### config.mk
export PLATFORM = sky130hd
export DESIGN_NAME = mem_access_unit
export DESIGN_NICKNAME = d
export VERILOG_FILES = /design/src/rtl/mem_access_unit_pkg.sv /design/src/rtl/mem_access_unit_lane_align.sv /design/src/rtl/mem_access_unit.sv
export SDC_FILE = /design/constraint.sdc
export NUM_CORES = 1
export LEC_CHECK = 0
export ABC_CLOCK_PERIOD_IN_PS = 1490
export CORE_ASPECT_RATIO = 1.25
export CORE_MARGIN = 2
export CORE_UTILIZATION = 50
export DETAILED_ROUTE_END_ITERATION = 12
export DONT_BUFFER_PORTS = 1
export PLACE_DENSITY_LB_ADDON = 0.12
export SLEW_MARGIN = 20
export SYNTH_ARGS = -nofsm -noshare
export SYNTH_HDL_FRONTEND = slang
export SYNTH_SLANG_ARGS = --single-unit
export TNS_END_PERCENT = 10
### constraint.sdc
create_clock -name clk -period 1.49 [get_ports clk]
set_input_delay 0.298 -clock clk [delete_from_list [all_inputs] [get_ports clk]]
set_output_delay 0.298 -clock clk [all_outputs]
set_load 0.02 [all_outputs]
### src/rtl/mem_access_unit_pkg.sv
// Shared encodings for the load/store unit: access sizes, FSM states and the
// alignment rule used to reject illegal requests.
package mem_access_unit_pkg;

  typedef enum logic [1:0] {
    SZ_BYTE = 2'd0,
    SZ_HALF = 2'd1,
    SZ_WORD = 2'd2,
    SZ_RSVD = 2'd3
  } mem_size_e;

  typedef enum logic [2:0] {
    ST_IDLE   = 3'd0,
    ST_RD     = 3'd1,
    ST_RMW_RD = 3'd2,
    ST_WR     = 3'd3,
    ST_RESP   = 3'd4
  } mau_state_e;

  // Reserved size counts as an error alongside the natural-alignment cases.
  function automatic logic access_error(input logic [1:0] size, input logic [1:0] addr_lo);
    logic err;
    case (size)
      SZ_BYTE: err = 1'b0;
      SZ_HALF: err = addr_lo[0];
      SZ_WORD: err = (addr_lo != 2'b00);
      default: err = 1'b1;
    endcase
    return err;
  endfunction

endpackage

### src/rtl/mem_access_unit_lane_align.sv
// Little-endian lane handling: extracts/extends a load value from a memory word
// and merges store data into the addressed byte or half lane.
import mem_access_unit_pkg::*;

module mem_lane_align (
  input  logic [31:0] word_i,
  input  logic [1:0]  addr_i,
  input  logic [1:0]  size_i,
  input  logic        unsigned_i,
  input  logic [31:0] wdata_i,
  output logic [31:0] load_o,
  output logic [31:0] merged_o
);

  logic [7:0]  byte_v;
  logic [15:0] half_v;

  always_comb begin
    byte_v   = word_i[7:0];
    half_v   = addr_i[1] ? word_i[31:16] : word_i[15:0];
    load_o   = word_i;
    merged_o = word_i;
    case (addr_i)
      2'd0:    byte_v = word_i[7:0];
      2'd1:    byte_v = word_i[15:8];
      2'd2:    byte_v = word_i[23:16];
      default: byte_v = word_i[31:24];
    endcase
    case (size_i)
      SZ_BYTE: begin
        load_o = unsigned_i ? {24'h0, byte_v} : {{24{byte_v[7]}}, byte_v};
        case (addr_i)
          2'd0:    merged_o[7:0]   = wdata_i[7:0];
          2'd1:    merged_o[15:8]  = wdata_i[7:0];
          2'd2:    merged_o[23:16] = wdata_i[7:0];
          default: merged_o[31:24] = wdata_i[7:0];
        endcase
      end
      SZ_HALF: begin
        load_o = unsigned_i ? {16'h0, half_v} : {{16{half_v[15]}}, half_v};
        if (addr_i[1]) merged_o[31:16] = wdata_i[15:0];
        else           merged_o[15:0]  = wdata_i[15:0];
      end
      default: begin
        load_o   = word_i;
        merged_o = wdata_i;
      end
    endcase
  end

endmodule

### src/rtl/mem_access_unit.sv
// Single-outstanding load/store unit between a CPU request/response port and a
// word-addressed memory; sub-word stores are done as read-modify-write.
import mem_access_unit_pkg::*;

module mem_access_unit (
  input  logic        clk,
  input  logic        reset,
  input  logic        req_valid,
  output logic        req_ready,
  input  logic        req_write,
  input  logic [31:0] req_addr,
  input  logic [31:0] req_wdata,
  input  logic [1:0]  req_size,
  input  logic        req_unsigned,
  output logic        resp_valid,
  input  logic        resp_ready,
  output logic [31:0] resp_rdata,
  output logic        resp_err,
  output logic [31:0] mem_addr,
  output logic [31:0] mem_din,
  output logic        mem_read,
  output logic        mem_write,
  input  logic [31:0] mem_dout,
  output logic [2:0]  dbg_state
);

  // Handshakes: a transfer happens on a posedge where valid and ready are both
  // high; the unit holds resp_* stable while resp_valid=1 and resp_ready=0.

  mau_state_e  state_q, state_d;
  logic [31:0] addr_q, addr_d;
  logic [31:0] wdata_q, wdata_d;
  logic [1:0]  size_q, size_d;
  logic        uns_q, uns_d;
  logic        write_q, write_d;
  logic [31:0] word_q, word_d;
  logic [31:0] rdata_q, rdata_d;
  logic        err_q, err_d;

  logic [31:0] lane_load;
  logic [31:0] lane_merged;
  logic [31:0] word_addr;

  assign word_addr = {addr_q[31:2], 2'b00};
  assign dbg_state = state_q;

  mem_lane_align u_lane (
    .word_i     (mem_dout),
    .addr_i     (addr_q[1:0]),
    .size_i     (size_q),
    .unsigned_i (uns_q),
    .wdata_i    (wdata_q),
    .load_o     (lane_load),
    .merged_o   (lane_merged)
  );

  always_comb begin
    state_d    = state_q;
    addr_d     = addr_q;
    wdata_d    = wdata_q;
    size_d     = size_q;
    uns_d      = uns_q;
    write_d    = write_q;
    word_d     = word_q;
    rdata_d    = rdata_q;
    err_d      = err_q;
    req_ready  = 1'b0;
    resp_valid = 1'b0;
    resp_rdata = 32'h0;
    resp_err   = 1'b0;
    mem_addr   = 32'h0;
    mem_din    = 32'h0;
    mem_read   = 1'b0;
    mem_write  = 1'b0;
    case (state_q)
      ST_IDLE: begin
        req_ready = 1'b1;
        if (req_valid) begin
          addr_d  = req_addr;
          wdata_d = req_wdata;
          size_d  = req_size;
          uns_d   = req_unsigned;
          write_d = req_write;
          word_d  = 32'h0;
          rdata_d = 32'h0;
          err_d   = 1'b0;
          if (access_error(req_size, req_addr[1:0])) begin
            err_d   = 1'b1;
            state_d = ST_RESP;
          end else if (!req_write)      state_d = ST_RD;
          else if (req_size == SZ_WORD) state_d = ST_WR;
          else                          state_d = ST_RMW_RD;
        end
      end
      ST_RD: begin
        mem_read = 1'b1;
        mem_addr = word_addr;
        rdata_d  = lane_load;
        state_d  = ST_RESP;
      end
      ST_RMW_RD: begin
        mem_read = 1'b1;
        mem_addr = word_addr;
        word_d   = lane_merged;
        state_d  = ST_WR;
      end
      ST_WR: begin
        mem_write = 1'b1;
        mem_addr  = word_addr;
        // Word stores skip the read, so the merged register is not used.
        mem_din   = (size_q == SZ_WORD) ? wdata_q : word_q;
        state_d   = ST_RESP;
      end
      ST_RESP: begin
        resp_valid = 1'b1;
        resp_rdata = write_q ? 32'h0 : rdata_q;
        resp_err   = err_q;
        if (resp_ready) begin
          state_d = ST_IDLE;
          rdata_d = 32'h0;
          err_d   = 1'b0;
        end
      end
      default: state_d = ST_IDLE;
    endcase
  end

  always_ff @(posedge clk) begin
    if (reset) begin
      state_q <= ST_IDLE;
      addr_q  <= 32'h0;
      wdata_q <= 32'h0;
      size_q  <= 2'd0;
      uns_q   <= 1'b0;
      write_q <= 1'b0;
      word_q  <= 32'h0;
      rdata_q <= 32'h0;
      err_q   <= 1'b0;
    end else begin
      state_q <= state_d;
      addr_q  <= addr_d;
      wdata_q <= wdata_d;
      size_q  <= size_d;
      uns_q   <= uns_d;
      write_q <= write_d;
      word_q  <= word_d;
      rdata_q <= rdata_d;
      err_q   <= err_d;
    end
  end

endmodule

==> results of run 1 <==
layout make-up:
type,instances,share of cell area (%)
inverter,5,0.261
clock buffer,21,5.16
tap,175,2.40
clock inverter,11,1.59
timing repair buffer,87,11.0
sequential,136,30.0
multi-input combinational,652,49.5
final timing paths:
| path | start | endpoint | slack [ns] |
|---|---|---|---|
| min reg2reg | addr_q[23] | addr_q[23] | 0.45 |
| max | dbg_state[1] | mem_din[13] | -0.49 |
| min | reset | wdata_q[3] | -0.06 |
| max reg2reg | dbg_state[1] | rdata_q[27] | -0.44 |
stage by stage:
| step | cell area, um^2 | hold slack, ns | power [mW] |
|---|---|---|---|
| finish | 9120 | -0.0552 | 10.3 |
| global route | 9120 | -0.0747 | 10.7 |
| CTS | 8960 | -0.0721 | 10.3 |
| detailed placement | 7910 | 0.376 | 5.73 |
| global placement | 7910 | 0.373 | 5.67 |
| floorplan | 7380 | 0.406 | 5.18 |
state kept, by name (all words and copies together) (netlist names):
| name | count |
|---|---|
| rdata_q | 32 |
| err_q | 1 |
| dbg_state | 3 |
| write_q | 1 |
| size_q | 2 |
| word_q | 32 |
| addr_q | 32 |
| wdata_q | 32 |
| uns_q | 1 |
metal layers:
metal  track usage [%]  wire length, um  up-vias
met2              48.9            10800      335
met5                 0                0        -
met4              13.9              790        0
li1                  -                -     3094
met3              10.1             2130       52
met1              34.9             8510     3092
report_power, final:
part           switching, mW  internal, mW  total (mW)
Combinational           1.01         0.888        1.90
Sequential             0.207          3.84        4.05
Clock                   1.61          2.76        4.37
Total                   2.83          7.49        10.3
cells in the mapped netlist (8+ instances only):
cell      number  area (um^2)
nor2_1         9         33.8
buf_2         32          160
mux2i_1        9         90.1
o21ai_0       47          235
mux2_2        42          473
a211oi_1       8         60.1
a221o_2       10          113
a222oi_1      24          240
clkbuf_1      36          135
and2_1        68          425
nor3_1        10         50.1
nand2_1      235          882
a21oi_1      110          551
dfxtp_1      136         2720
nand2b_1       8         50.1
kinds of logic after synthesis:
family / share of synthesized area (%)
simple gates: 23.4
other cells: 0.0542
mux: 8.46
buf+inv: 5.73
compound gates: 23.0
flops: 39.3
what timing repair did:
action,CTS,global route
setup buffers,10,1
endpoints found under the hold margin,70,70
pin swaps,26,49
gates resized for setup,121,80
cloned,3,0
setup endpoints to repair,171,236
worst reg2reg max path, cell delays in order, from the launching register on:
cell	delay (ns)
dfxtp_2	0.33
buf_4	0.14
buf_6	0.11
nor4b_4	0.19
buf_4	0.17
nor4b_4	0.69
a221o_2	0.24
==> flow_summary.yaml, run 1 <==
run_status:
  status: "finished, violations left"
  violations: "hold timing, setup timing"
cts:
  cts_max_level: 4
  cts_buffers: 17
  cts-hold-fix-buffers: 1
  cts_tree: "built"
  clock_sinks: 136
  insertion_delay_ns: 0.42
  cts.path.max_buffers: 2
  path_clk_slew_ns: 0.06
  cts_root_buf: "clkbuf_16"
global_route:
  grt_pass1_vias: 6203
  antenna_found_initial: 0
  grt-ovfl-total: 0
  grt_pass1_wl_um: 33700
  grt_use_total_pct: 29.8
  grt_max_degree: 76
finish:
  ff_latch_area_mm2: 0.00274
  fin_cells: 1087
  fin_util_pct: 66.6
  layout-drive-gt1-share_pct: 35.5
  nets: 1003
  fill_cells: 1137
  antenna_cells: 0
  multiInputGateArea_mm2: 0.00452
  final_common_cell: "nand2_1"
  synthToLayoutAreaGrowth_pct: 31.8
  layout_common_cells: "227 x nand2_1, 130 x dfxtp_1, 63 x a21oi_1"
placed_design:
  gp_congestion: 0.958
  dp_cells: 1041
  hpwl_um: 15700
  io_buffers: 0
  place_ws_ns: -0.259
sta:
  slew_headroom_pct: 43.8
  layout_setup_ws_ns: -0.489
  fmax_mhz: 505
  hold_viol: 50
  worstMarginPinSlew_ns: 0.839
  rsz0062_at_grt: "true"
  setup_viol: 163
  post-route-min-period_ns: 1.98
  clock-skew-final_ns: 0.00672
  holdWs_ns: -0.0552
  finalCritPeriodShare_pct: 133
  tns_ns: -49.15
  drv_slew: 0
synthesis:
  syn_inst: 869
  ys_ff_latch: 136
  yosysUniqueCellTypes: 46
  ys_seq_area_share_pct: 39.3
  async_flop_share_pct: 0
  ys.warnings.count: 0
  avgSynthCellArea_um2: 7.97
  synth-main-ff-cell: "dfxtp_1"
  netlist_area_mm2: 0.00692
  synth-edff-count: 0
floorplan:
  ioPinCount: 208
  core_area_mm2: 0.0137
  die_h_um: 136
  start_util_pct: 50.5
  rows: 48
  die_w_um: 109
  die_area_mm2: 0.0148
pwr:
  power_leakage_nw: 3.28
  powerDensity_mw_per_mm2: 1130
  vdd_drop_max_uv: 804
setup_path:
  cp_slowest_stage_delay_ns: 0.34
  cp.required_ns: 1.19
  path_cells: "buf_4, buf_4, nand3b_1, buf_6, buf_12, a21oi_4"
  arrival_ns: 1.68
  crit_family: "buffers and inverters"
  critPathLaunchType: "register"
  cp.depth: 6
  path_max_fanout: 6
  r2r_cells: 6
  crit_type: "register to output pin"
  cp_common_cell: "buf_4"
  cpMaxStageDelayCell: "dfxtp_2"
  path_buf_inv: 4
  end_kind: "output pin"
hold_path:
  whs_path_depth: 1
  hold_class: "input pin to register"
route:
  drc_errors: 0
  drtIter0Drc: 633
  routed_wl_um: 22200
  vias: 6573
  first_pass_iters: 8
  routed_via_density: 6.05
  wire_per_inst_um: 20.5
  antenna_left: 0
job:
  maxCapViolCount: 0
Power figures use the tool's default switching activity.
==> inputs of run 2 (changes only) <==
Settings changed: SYNTH_HIERARCHICAL set to 1.
==> flow_summary.yaml, run 2 <==
sta:
  post-route-min-period_ns: 1.87
  tns_ns: -40.64
  setup_viol: 196
  hold_viol: 69
  finalCritPeriodShare_pct: 126
  fmax_mhz: 533
  layout_setup_ws_ns: -0.385
  holdWs_ns: -0.0631
  drv_slew: 0
  rsz0062_at_grt: "true"
  clock-skew-final_ns: 0.00880
route:
  routed_wl_um: 24000
  wl_met2_um: 12400
  wl_met3_um: 1770
  antenna_left: 0
  m1WireLength_um: 9390
  drc_errors: 11
  wire_per_inst_um: 21.1
  first_pass_iters: 9
  maxUsedRoutingLayer: "met4"
  routed_via_density: 6.08
  drtIter0Drc: 608
  vias: 6920
finish:
  fin_util_pct: 65.3
  layout-drive-gt1-share_pct: 32.0
  nets: 1051
  antenna_cells: 0
  finalInstanceArea_mm2: 0.00944
  layout_common_cells: "216 x nand2_1, 129 x dfxtp_1, 65 x a21oi_1"
  synthToLayoutAreaGrowth_pct: 27.1
  final_common_cell: "nand2_1"
pwr:
  clkPwrFrac_pct: 40.6
  seqPwrFrac_pct: 38.9
  power_leakage_nw: 3.62
  vdd_drop_max_uv: 659
  swShare_pct: 29.3
  power_switching_mw: 3.05
  powerDensity_mw_per_mm2: 1100
  intPower_mw: 7.37
  pwr-share-comb_pct: 20.5
synthesis:
  synth-main-ff-cell: "dfxtp_1"
  synth-edff-count: 0
  ys_ff_latch: 136
  yosysUniqueCellTypes: 53
  ys_top_cells_by_area: "dfxtp_1 37%, nand2_1 11%, a22o_1 7.5%"
  synth_common_cells: "227 x nand2_1, 136 x dfxtp_1, 104 x a21oi_1, 72 x and2_1, 64 x a22o_1"
  synth_top_cell_by_area: "dfxtp_1"
  synth_top_cell_area_share_pct: 36.7
  ys.warnings.count: 6
  synth_most_common_cell: "nand2_1"
  netlist_area_mm2: 0.00743
  avgSynthCellArea_um2: 8.14
  async_flop_share_pct: 0
  syn_inst: 912
  ys_seq_area_share_pct: 36.7
setup_path:
  critPathLaunchType: "register"
  arrival_ns: 1.58
  path_max_fanout: 19
  end_kind: "output pin"
  rrSetupSlack_ns: -0.12
  cp.required_ns: 1.19
  crit_type: "register to output pin"
placed_design:
  dpl_cell_area_mm2: 0.00836
  hpwl_um: 16900
  place_ws_ns: -0.138
  io_buffers: 0
  gp_congestion: 0.926
floorplan:
  die_h_um: 140
  die_w_um: 113
  ioPinCount: 208
  rows: 49
  start_util_pct: 51.3
  die_area_mm2: 0.0158
  core_area_mm2: 0.0145
cts:
  insertion_delay_ns: 0.43
  clock_sinks: 136
  cts_root_buf: "clkbuf_16"
  cts.path.max_buffers: 2
  cts_buffers: 17
  path_clk_slew_ns: 0.06
  cts_max_level: 4
  cts_tree: "built"
global_route:
  grt_use_total_pct: 29.6
  grt_pass1_wl_um: 36900
  grt-ovfl-total: 0
  antenna_found_initial: 0
  grt_max_degree: 76
  grt_pass1_vias: 6784
run_status:
  status: "finished, violations left"
  violations: "DRC, hold timing, setup timing"
job:
  maxCapViolCount: 0
hold_path:
  hold_class: "input pin to register"
-- run 2: area by class of cell --
class / count / area, um^2
Clock buffer: 19 / 443
Tap cell: 178 / 223
Sequential cell: 136 / 2750
Fill cell: 1199 / 5030
Clock inverter: 13 / 145
Timing Repair Buffer: 101 / 1150
Inverter: 6 / 22.5
Multi-Input combinational cell: 685 / 4710
-- run 2: kinds of logic (layout without fill, tap and decap cells) --
group,count (synthesis),after routing,synth area share (%)
AO/OA/AOI/OAI,254,254,24.0
AND/OR/NAND/NOR,379,379,24.8
multiplexers,49,49,7.99
XOR/XNOR,1,1,0.118
other,1,2,0.0505
buffers and inverters,92,139,6.37
flip-flops,136,136,36.7
-- run 2: critical path: stages, from the launching register on --
cell and delay (ns):
dfxtp_4 0.39, nor2b_4 0.16, nand2_2 0.10, buf_12 0.18, a21oi_2 0.17, buf_6 0.14
-- run 2: metrics by stage --
step | power [mW] | instances
CTS | 10.3 | 1135
global route | 10.8 | 1138
floorplan | 5.52 | 913
global placement | 6.01 | 1100
detailed placement | 6.05 | 1100
finish | 10.4 | 1138
-- run 2: what timing repair did --
| item | in CTS | in global routing |
|---|---|---|
| buffers inserted | 2 | 2 |
| pin swaps | 11 | 23 |
| endpoints found under the setup margin | 170 | 230 |
| endpoints found under the hold margin | 70 | 70 |
| gates resized for setup | 92 | 66 |
| cloned | 1 | 2 |
-- run 2: per-layer routing --
| metal | global-route usage [%] | vias to the layer above |
|---|---|---|
| met5 | 0 | - |
| met4 | 10.4 | 0 |
| met3 | 8.44 | 37 |
| met2 | 51.2 | 259 |
| met1 | 35.1 | 3373 |
| li1 | - | 3251 |
-- run 2: power groups by stage --
stage | registers (mW) | logic [mW] | clock network (mW)
final | 4.05 | 2.14 | 4.23
after global routing | 4.07 | 2.31 | 4.45
after CTS | 4.04 | 2.03 | 4.28
after detailed placement | 4.12 | 1.94 | 0
after global placement | 4.11 | 1.90 | 0
after floorplan | 4.04 | 1.48 | 0
-- run 2: worst paths after layout --
check | start | to | depth (start not counted)
min reg2reg | addr_q[18] | addr_q[18] | 2
min | reset | write_q | 1
max | dbg_state[0] | mem_din[5] | 5
max reg2reg | dbg_state[0] | addr_q[12] | 5
